[src/rtl/mips_multicycle_control.sv]
`default_nettype none
// ============================================================================
// Module   : mips_multicycle_control
// Purpose  : Moore-FSM control unit for a multi-cycle MIPS datapath.
//            Sequences fetch/decode/execute/memory/writeback, stalls on the
//            memory ready handshake, and holds FP_EX for FP_LATENCY cycles
//            while the floating-point adder completes.
// Ports    : clk, rst           - clock and synchronous active-high reset
//            opcode             - IR[31:26], consulted in DECODE and MEMADR
//            mem_ready          - memory completes the current access
//            pc_write, pc_write_cond, pc_source       - PC update controls
//            i_or_d, mem_read, mem_write, ir_write    - memory / IR controls
//            reg_dst, mem_to_reg, reg_write           - register file controls
//            alu_src_a, alu_src_b, alu_op, floating   - execute controls
//            instr_retired, illegal                   - event pulses
//            state                                    - debug state encoding
// Revision : 1.0 - initial release
// ============================================================================
module mips_multicycle_control #(
    parameter int          FP_LATENCY = 3,
    parameter bit          ENABLE_FP  = 1'b1,
    parameter logic [5:0]  FP_OPCODE  = 6'b010001
) (
    input  logic       clk,
    input  logic       rst,
    input  logic [5:0] opcode,
    input  logic       mem_ready,
    output logic       pc_write,
    output logic       pc_write_cond,
    output logic       i_or_d,
    output logic       mem_read,
    output logic       mem_write,
    output logic       ir_write,
    output logic       reg_dst,
    output logic       mem_to_reg,
    output logic       reg_write,
    output logic       alu_src_a,
    output logic [1:0] alu_src_b,
    output logic [1:0] alu_op,
    output logic [1:0] pc_source,
    output logic       floating,
    output logic       instr_retired,
    output logic       illegal,
    output logic [3:0] state
);

    localparam logic [5:0] c_OP_RTYPE = 6'b000000;
    localparam logic [5:0] c_OP_J     = 6'b000010;
    localparam logic [5:0] c_OP_BEQ   = 6'b000100;
    localparam logic [5:0] c_OP_ADDI  = 6'b001000;
    localparam logic [5:0] c_OP_LW    = 6'b100011;
    localparam logic [5:0] c_OP_SW    = 6'b101011;

    // Counter only has to hold FP_LATENCY-1.
    localparam int c_CNT_W = (FP_LATENCY > 1) ? $clog2(FP_LATENCY) : 1;
    localparam logic [c_CNT_W-1:0] c_FP_LOAD = c_CNT_W'(FP_LATENCY - 1);

    typedef enum logic [3:0] {
        S_FETCH   = 4'd0,
        S_DECODE  = 4'd1,
        S_MEMADR  = 4'd2,
        S_MEMRD   = 4'd3,
        S_MEMWB   = 4'd4,
        S_MEMWR   = 4'd5,
        S_EXEC    = 4'd6,
        S_ALUWB   = 4'd7,
        S_BRANCH  = 4'd8,
        S_JUMP    = 4'd9,
        S_ADDI_EX = 4'd10,
        S_ADDI_WB = 4'd11,
        S_FP_EX   = 4'd12,
        S_FP_WB   = 4'd13,
        S_ILLEGAL = 4'd14,
        S_UNUSED  = 4'd15
    } state_t;

    state_t               r_state;
    state_t               w_next;
    logic [c_CNT_W-1:0]   r_fp_cnt;

    // ------------------------------------------------------------------
    // State register and FP latency counter
    // ------------------------------------------------------------------
    always_ff @(posedge clk) begin
        if (rst) begin
            r_state  <= S_FETCH;
            r_fp_cnt <= '0;
        end else begin
            r_state <= w_next;
            if (r_state == S_DECODE && w_next == S_FP_EX) begin
                r_fp_cnt <= c_FP_LOAD;
            end else if (r_state == S_FP_EX && r_fp_cnt != '0) begin
                r_fp_cnt <= r_fp_cnt - 1'b1;
            end
        end
    end

    // ------------------------------------------------------------------
    // Next state and Moore outputs. Only FETCH's ir_write/pc_write and
    // MEMWR's instr_retired look at mem_ready. Reset blanks everything so
    // an aborted instruction can never write the PC or register file.
    // ------------------------------------------------------------------
    always_comb begin
        w_next        = S_FETCH;
        pc_write      = 1'b0;
        pc_write_cond = 1'b0;
        i_or_d        = 1'b0;
        mem_read      = 1'b0;
        mem_write     = 1'b0;
        ir_write      = 1'b0;
        reg_dst       = 1'b0;
        mem_to_reg    = 1'b0;
        reg_write     = 1'b0;
        alu_src_a     = 1'b0;
        alu_src_b     = 2'b00;
        alu_op        = 2'b00;
        pc_source     = 2'b00;
        floating      = 1'b0;
        instr_retired = 1'b0;
        illegal       = 1'b0;
        state         = r_state;

        case (r_state)
            S_FETCH: begin
                mem_read  = 1'b1;
                alu_src_b = 2'b01;
                ir_write  = mem_ready;
                pc_write  = mem_ready;
                w_next    = mem_ready ? S_DECODE : S_FETCH;
            end
            S_DECODE: begin
                alu_src_b = 2'b11;
                case (opcode)
                    c_OP_LW, c_OP_SW: w_next = S_MEMADR;
                    c_OP_RTYPE:       w_next = S_EXEC;
                    c_OP_BEQ:         w_next = S_BRANCH;
                    c_OP_J:           w_next = S_JUMP;
                    c_OP_ADDI:        w_next = S_ADDI_EX;
                    default: begin
                        if (ENABLE_FP && opcode == FP_OPCODE) begin
                            w_next = S_FP_EX;
                        end else begin
                            w_next = S_ILLEGAL;
                        end
                    end
                endcase
            end
            S_MEMADR: begin
                alu_src_a = 1'b1;
                alu_src_b = 2'b10;
                w_next    = (opcode == c_OP_LW) ? S_MEMRD : S_MEMWR;
            end
            S_MEMRD: begin
                mem_read = 1'b1;
                i_or_d   = 1'b1;
                w_next   = mem_ready ? S_MEMWB : S_MEMRD;
            end
            S_MEMWB: begin
                mem_to_reg    = 1'b1;
                reg_write     = 1'b1;
                instr_retired = 1'b1;
            end
            S_MEMWR: begin
                mem_write     = 1'b1;
                i_or_d        = 1'b1;
                instr_retired = mem_ready;
                w_next        = mem_ready ? S_FETCH : S_MEMWR;
            end
            S_EXEC: begin
                alu_src_a = 1'b1;
                alu_op    = 2'b10;
                w_next    = S_ALUWB;
            end
            S_ALUWB: begin
                reg_dst       = 1'b1;
                reg_write     = 1'b1;
                instr_retired = 1'b1;
            end
            S_BRANCH: begin
                alu_src_a     = 1'b1;
                alu_op        = 2'b01;
                pc_write_cond = 1'b1;
                pc_source     = 2'b01;
                instr_retired = 1'b1;
            end
            S_JUMP: begin
                pc_write      = 1'b1;
                pc_source     = 2'b10;
                instr_retired = 1'b1;
            end
            S_ADDI_EX: begin
                alu_src_a = 1'b1;
                alu_src_b = 2'b10;
                w_next    = S_ADDI_WB;
            end
            S_ADDI_WB: begin
                reg_write     = 1'b1;
                instr_retired = 1'b1;
            end
            S_FP_EX: begin
                alu_src_a = 1'b1;
                floating  = 1'b1;
                // Counter was loaded with FP_LATENCY-1 on entry.
                w_next    = (r_fp_cnt == '0) ? S_FP_WB : S_FP_EX;
            end
            S_FP_WB: begin
                reg_dst       = 1'b1;
                floating      = 1'b1;
                reg_write     = 1'b1;
                instr_retired = 1'b1;
            end
            S_ILLEGAL: begin
                illegal       = 1'b1;
                instr_retired = 1'b1;
            end
            default: begin
                w_next = S_FETCH;
            end
        endcase

        if (rst) begin
            pc_write      = 1'b0;
            pc_write_cond = 1'b0;
            i_or_d        = 1'b0;
            mem_read      = 1'b0;
            mem_write     = 1'b0;
            ir_write      = 1'b0;
            reg_dst       = 1'b0;
            mem_to_reg    = 1'b0;
            reg_write     = 1'b0;
            alu_src_a     = 1'b0;
            alu_src_b     = 2'b00;
            alu_op        = 2'b00;
            pc_source     = 2'b00;
            floating      = 1'b0;
            instr_retired = 1'b0;
            illegal       = 1'b0;
            state         = 4'd0;
        end
    end

endmodule
`default_nettype wire

[config.mk]
export PLATFORM = sky130hd
export DESIGN_NAME = mips_multicycle_control
export DESIGN_NICKNAME = d
export VERILOG_FILES = /design/src/rtl/mips_multicycle_control.sv
export SDC_FILE = /design/constraint.sdc
export NUM_CORES = 1
export LEC_CHECK = 0
export CORE_MARGIN = 3
export CORE_UTILIZATION = 34
export CTS_CLUSTER_SIZE = 40
export DETAILED_ROUTE_END_ITERATION = 10
export PLACE_DENSITY_LB_ADDON = 0.2
export SETUP_SLACK_MARGIN = 0.1
export SLEW_MARGIN = 15
export SYNTH_ARGS = -nofsm -noshare
export SYNTH_HDL_FRONTEND = slang
export SYNTH_SLANG_ARGS = --single-unit
[constraint.sdc]
create_clock -name clk -period 2.65 [get_ports clk]
set_input_delay 0.795 -clock clk [delete_from_list [all_inputs] [get_ports clk]]
set_output_delay 0.795 -clock clk [all_outputs]
set_load 0.005 [all_outputs]
==> results of run 1 <==
-- per-stage QoR --
stage | setup slack, ns | utilization [%] | TNS (ns) | cells
after floorplan | 0.292 | - | 0 | 128
after global placement | -0.510 | 55.6 | -7.61 | 195
after detailed placement | -0.557 | 55.6 | -8.25 | 195
after CTS | 0.0518 | 57.6 | 0 | 199
after global routing | 0.116 | 57.8 | 0 | 199
final | 0.144 | 57.8 | 0 | 199
-- layout make-up --
type,count,area share [%]
Tap cell,28,2.64
Sequential cell,6,9.24
Clock buffer,3,1.70
Inverter,4,1.13
Timing Repair Buffer,53,33.5
Multi-Input combinational cell,105,51.8
-- sequential cells by signal, indices dropped and copies added (netlist names) --
signal    count
r_state       4
r_fp_cnt      2
-- kinds of logic after synthesis --
| group | count (synthesis) | share of synthesized area, % |
|---|---|---|
| AOI/OAI and AO/OA | 30 | 23.2 |
| DFF | 6 | 14.2 |
| and+or+nand+nor | 69 | 45.6 |
| xor gates and xnor gates | 5 | 5.17 |
| adders and majority gates | 1 | 1.48 |
| buffers and inverters | 17 | 10.3 |
-- final timing paths --
path,depth (start not counted),end,slack (ns),start
worst max register to register,7,r_fp_cnt[0],0.58,r_state[1]
worst max-delay path,5,pc_write,0.14,mem_ready
worst min register to register,2,r_fp_cnt[1],0.58,r_fp_cnt[1]
worst min-delay path,2,r_fp_cnt[1],0.58,r_fp_cnt[1]
-- cells in the mapped netlist, drive strengths merged --
library cell   n
or4            2
nor3          15
nand2b         5
nand2          7
ha             1
or4b           1
a311oi         1
a211oi         1
a21oi         12
inv            4
a2111oi        2
nor4           5
o21a           2
nor4b          1
nand4bb        1
o31ai          1
xor2           2
nand3b         1
or2            3
o32ai          1
and3           5
or3            1
nor2          13
buf            8
o41a           1
nand3          1
o21ai          6
clkbuf         5
nor3b          1
dfxtp          6
xnor2          3
nor2b          7
o22ai          1
a21boi         2
-- timing repair --
action / CTS / global route
buffers inserted: 1 / 0
pin swaps: 1 / 1
resized for setup: 43 / 9
endpoints found under the setup margin: 23 / 10
-- report_power, final --
group / internal, uW / switching, uW / leakage, uW
clock network: 51.4 / 35.5 / 0.0000138
logic: 352 / 353 / 0.000531
registers: 119 / 54.9 / 0.0000497
-- worst min-delay path, stage by stage, from the launching register on --
cell	delay [ns]
dfxtp_1	0.30
o21ai_0	0.16
o22ai_1	0.07
-- layer usage --
layer  up-vias  part of all wire [%]  GRT usage [%]  wire, microns
met1       493                    47           22.5           1250
met4         0                  0.23           3.39              6
met2        19                    49           29.2           1300
met5         -                     0              0              0
met3         2                   4.2           3.48            111
li1        550                     -              -              -
==> metrics.md, run 1 <==
| Metric | Value |
|---|---|
| Vias | `1064` |
| Final Skew | `0.0138 ns` |
| TritonCTS buffer count | `3` |
| FILL cells | `229` |
| Max Cap Viol | `0` |
| Power per cell area | `727 mW/mm^2` |
| Hold_buf cts | `0` |
| Area after DPL | `0.00128 sq mm` |
| Root buf cell | `clkbuf_4` |
| # rows | `17` |
| Register bit total from synthesis | `6` |
| Clock Path Buffers | `2` |
| DRT antenna net count | `0` |
| Min-Delay Path Class | `flip-flop to flip-flop` |
| DRT Wirelength | `2670 microns` |
| Post-detail-place hpwl | `2020 microns` |
| Leading area contributor after synthesis | `dfxtp_1` |
| Clk sinks | `6` |
| Peak VDD IR | `0.725 mV` |
| Clock slew at reported path FFs | `0.04 ns` |
| Post-synthesis sequential area ratio | `14.2%` |
| Leakage | `0.000594 uW` |
| I/O Pins | `32` |
| Final setup violation count | `0` |
| Worst Tran Pin Value | `0.523 ns` |
| Mapped Nets | `138` |
| Vert. Die Dim | `55.9 microns` |
| Netlist cell types | `41` |
| CP startpoint kind | `primary input` |
| First-pass GRT wire length | `4440 microns` |
| Wirelength per Cell | `13.4 microns` |
| Setup Crit Path Kind | `primary input to output pin` |
| Die boundary width | `55.9 microns` |
| Data arrival time of the worst path | `1.71 ns` |
| Most frequent cells in the layout | `dlygate4sd2_1, buf_4, nor2_1, nor3_1, a21oi_1` |
| Critical path fanouts, max | `6` |
| FMAX | `0.399 GHz` |
| Gr ovfl total | `0` |
| Max-slew headroom | `64.8%` |
| Initial Utilization | `36.9%` |
| Worst path top cell family by delay | `buffers and inverters` |
| Worst path slowest cell | `or2_2` |
| Total GRT Usage | `17.2%` |
| Status | `finished clean` |
| Yosys warning count | `0` |
| Synth Instances | `128` |
| Slowest stage delay, CP | `0.27 ns` |
| Final worst path period need | `2.51 ns` |
| Critical Path RT | `1.86 ns` |
| DR pass1 iterations | `4` |
| CTS H-tree lvls | `1` |
| Worst-path cell chain | `dlygate4sd2_1, buf_6, and3_1, or2_2, clkbuf_2` |
| Final worst-path cycle share | `94.6%` |
| CP Buf/Inv Count | `3` |
| CTS tree | `yes` |
| Syn-to-layout area delta | `56.7%` |
| Mapped cell area | `847 sq um` |
| Antenna violations before repair | `0` |
| DRC violations left | `0` |
| Avg Cell Area, Syn | `6.62 sq um` |
| Gpl congestion | `0.767` |
| Vias per inst | `5.35` |
| Reg area | `123 sq um` |
| Leading post-synthesis cells by cell area | `dfxtp_1, nor3_1, a21oi_1` |
| IO buf count | `31` |
| Final Hold Vio Count | `0` |
| Layout cells sized above 1 | `27.5%` |
| Die area | `0.00313 sq mm` |
| Post-synth top area share | `14.2%` |
| Vias in the first global route | `1006` |
| Ant diodes | `0` |
| Core Region | `0.00230 sq mm` |
| Critical Path End Type | `output pin` |
| Slew Viols, Final | `0` |
| Largest net degree at the start of global routing | `17` |
| Pwr Total | `966 uW` |
| Cell area after layout | `0.00133 sq mm` |
| RSZ-0062 raised after global routing | `false` |
| Starting DRT DRC Count | `28` |
| Final #Nets | `183` |
| Clk_lat worst skew | `0.25 ns` |
| Worst hold slack | `0.577 ns` |
| Multi-input logic area | `688 sq um` |
(Power assumes the default switching activity.)
==> run 2: changes to the inputs <==
--- a/config.mk
+++ b/config.mk
@@ -5,6 +5,7 @@
 export SDC_FILE = /design/constraint.sdc
 export NUM_CORES = 1
 export LEC_CHECK = 0
+export CORE_ASPECT_RATIO = 0.8
 export CORE_MARGIN = 3
 export CORE_UTILIZATION = 34
 export CTS_CLUSTER_SIZE = 40
==> constraint.sdc (replaced) <==
create_clock -name clk -period 2 [get_ports clk]
set_input_delay 0.6 -clock clk [delete_from_list [all_inputs] [get_ports clk]]
set_output_delay 0.6 -clock clk [all_outputs]
set_load 0.005 [all_outputs]
==> metrics.md, run 2 (synthesis results as in run 1) <==
| Metric | Value |
|---|---|
| Status | `complete, but fails checks (was finished clean)` |
| Failing checks | `negative setup slack` |
| Max Cap Viol | `0 (unchanged)` |
| DRT antenna net count | `0 (unchanged)` |
| Largest registers | `r_state: 4 flops, r_fp_cnt: 2 flops (unchanged)` |
| Gr ovfl total | `0 (unchanged)` |
| Min-Delay Path Class | `flip-flop to flip-flop (unchanged)` |
| Total GRT Usage | `26.8% (was 17.2%)` |
| Worst R2R Setup Slack | `-0.07 ns (was 0.58 ns)` |
| Setup Crit Path Kind | `flip-flop to flip-flop (was primary input to output pin)` |
| Critical path fanouts, max | `4 (was 6)` |
| PnR worst setup slack | `-0.0749 ns (was 0.144 ns)` |
| Critical Path End Type | `flip-flop (was output pin)` |
| DRC violations left | `0 (unchanged)` |
| Clock Path Buffers | `2 (unchanged)` |
| DRT Wirelength | `4400 microns (was 2670 microns)` |
| Starting DRT DRC Count | `51 (was 28)` |
| Post-detail-place hpwl | `2570 microns (was 2020 microns)` |
| Root buf cell | `clkbuf_4 (unchanged)` |
| Die boundary width | `61.8 microns (was 55.9 microns)` |
| Slew Viols, Final | `0 (unchanged)` |
| Reg with most FFs | `r_state (unchanged)` |
| TritonCTS buffer count | `3 (unchanged)` |
| CTS tree | `yes (unchanged)` |
| Post-layout util | `84.9% (was 57.8%)` |
| Commonest non-fill, non-tap cell in the layout | `buf_4` |
| Data arrival time of the worst path | `2.24 ns (was 1.71 ns)` |
| # rows | `15 (was 17)` |
| Hold Crit Endpoint | `r_fp_cnt[1] (unchanged)` |
| Logic pwr share | `83.9% (was 73.0%)` |
| Die area | `0.00313 sq mm (about the same)` |
| Initial Utilization | `37.6% (was 36.9%)` |
| Largest register FFs | `4 (unchanged)` |
| Final worst-path cycle share | `104%` |
| Pint | `1250 uW (was 522 uW)` |
| FILL cells | `119 (was 229)` |
| Flop pwr share | `11.1% (was 18.0%)` |
| Largest net degree at the start of global routing | `14 (was 17)` |
| Hold wc startpoint | `r_fp_cnt[1] (unchanged)` |
| Gpl congestion | `0.827 (was 0.767)` |
| CTS H-tree lvls | `1 (unchanged)` |
| Worst Tran Pin Value | `0.477 ns (was 0.523 ns)` |
| I/O Pins | `32 (unchanged)` |
| Final Hold Vio Count | `0 (unchanged)` |
| Reg area | `135 sq um (was 123 sq um)` |
| Final worst path period need | `2.07 ns` |
| Sw frac | `43.5% (was 45.9%)` |
| Vert. Die Dim | `50.6 microns (was 55.9 microns)` |
| Clk_lat worst skew | `0.24 ns (was 0.25 ns)` |
| Power per cell area | `1160 mW/mm^2 (was 727 mW/mm^2)` |
| Peak VDD IR | `0.760 mV (was 0.725 mV)` |
| Critical Path RT | `2.16 ns (was 1.86 ns)` |
| Psw | `965 uW (was 443 uW)` |
| Max-slew headroom | `68.0% (was 64.8%)` |
| Leakage | `0.000818 uW (was 0.000594 uW)` |
| Clk sinks | `6 (unchanged)` |
| Ant diodes | `0 (unchanged)` |
| Antenna violations before repair | `0 (unchanged)` |
| DR pass1 iterations | `4 (unchanged)` |
| Final setup violation count | `6 (was 0)` |
| Wirelength per Cell | `18.8 microns (was 13.4 microns)` |
| Core Region | `0.00225 sq mm (was 0.00230 sq mm)` |
| Vias per inst | `5.78 (was 5.35)` |
| RR Startpoint | `r_state[1] (unchanged)` |
| Most frequent cells in the layout | `buf_4, buf_6, buf_2, nor2_1, a21oi_1 (was dlygate4sd2_1, buf_4, nor2_1, nor3_1, a21oi_1)` |
| Syn-to-layout area delta | `126% (was 56.7%)` |
| RSZ-0062 raised after global routing | `true (was false)` |
| Final #Nets | `221 (was 183)` |
| Vias | `1352 (was 1064)` |
| FMAX | `0.482 GHz` |
| FF-to-FF path depth | `8 (was 7)` |
| Vias in the first global route | `1340 (was 1006)` |
| Clock Power Share | `5.0% (was 9.0%)` |
| Multi-input logic area | `932 sq um (was 688 sq um)` |
| IO buf count | `31 (unchanged)` |
| CP startpoint kind | `flip-flop (was primary input)` |
| Hold_buf cts | `0 (unchanged)` |
| Final Skew | `0.00135 ns (was 0.0138 ns)` |
| Worst R2R End | `r_state[1] (was r_fp_cnt[0])` |
| Layout cells sized above 1 | `67.0% (was 27.5%)` |
| Hold path depth | `2 (unchanged)` |
| First-pass GRT wire length | `6400 microns (was 4440 microns)` |
| Pre-CTS setup slack | `-0.784 ns (was -0.557 ns)` |
| Clock slew at reported path FFs | `0.04 ns (about the same)` |
## run 2: changes by cell type in the layout (fill, tap and decap cells not counted), moves of 5 or more
cell | before | now
buf_6 | 3 | 28
buf_4 | 19 | 37
dlygate4sd2_1 | 19 | 5
buf_2 | 2 | 13
clkdlybuf4s50_1 | 7 | 0
nor3_1 | 12 | 5
a21oi_1 | 12 | 7
a21oi_2 | 0 | 5
## run 2: layout make-up
type / count / share of cell area (%)
Inverter: 4 / 0.916
Clock buffer: 3 / 1.18
Tap cell: 25 / 1.64
Sequential cell: 6 / 7.06
Timing Repair Buffer: 91 / 40.5
Multi-Input combinational cell: 105 / 48.7
## run 2: timing repair
action                     4_1_cts  5_1_grt
resized for setup              151       46
pin swaps                       17       22
setup buffers                   12        5
setup endpoints to repair       28       25
## run 2: worst max-delay path by stage
stage                from           to  slack (ns)  cells after the start
2_1_floorplan   opcode[1]  r_fp_cnt[1]        0.05                      6
3_3_place_gp          rst     pc_write       -0.71                      5
3_5_place_dp          rst     pc_write       -0.78                      5
4_1_cts        r_state[1]  r_fp_cnt[1]       -0.04                      7
5_1_grt        r_state[1]   r_state[1]       -0.14                      8
6_report       r_state[1]   r_state[1]       -0.07                      8
## run 2: stage by stage
step | area (sq um) | total power, uW | setup TNS, ns | cells | hold WS (ns)
after floorplan | 863 | 790 | 0 | 128 | 0.543
after global placement | 1470 | 1360 | -14.94 | 217 | 0.566
after detailed placement | 1470 | 1400 | -15.83 | 217 | 0.564
after CTS | 1780 | 1900 | -0.140 | 230 | 0.575
after global routing | 1910 | 2340 | -0.567 | 234 | 0.655
final | 1910 | 2220 | -0.269 | 234 | 0.581
## run 2: power groups by stage
stage | clock, uW | sequential, uW | combinational (uW)
after global placement | 0 | 209 | 1150
final | 111 | 246 | 1860
after floorplan | 0 | 176 | 613
after global routing | 119 | 247 | 1970
after detailed placement | 0 | 214 | 1190
after CTS | 113 | 229 | 1560
## run 2: critical path: stages (launching register included)
cell     delay (ns)
dfxtp_4        0.36
buf_6          0.13
buf_6          0.13
buf_6          0.11
or4b_4         0.51
buf_6          0.14
o32ai_4        0.28
buf_4          0.17
nor2b_1        0.15
## run 2: layer usage
| layer | vias up | GRT usage, % | routed length [microns] |
|---|---|---|---|
| met2 | 50 | 45.5 | 2240 |
| met3 | 9 | 2.06 | 233 |
| li1 | 629 | - | - |
| met1 | 664 | 36.7 | 1840 |
| met5 | - | 0 | 0 |
| met4 | 0 | 4.59 | 86 |
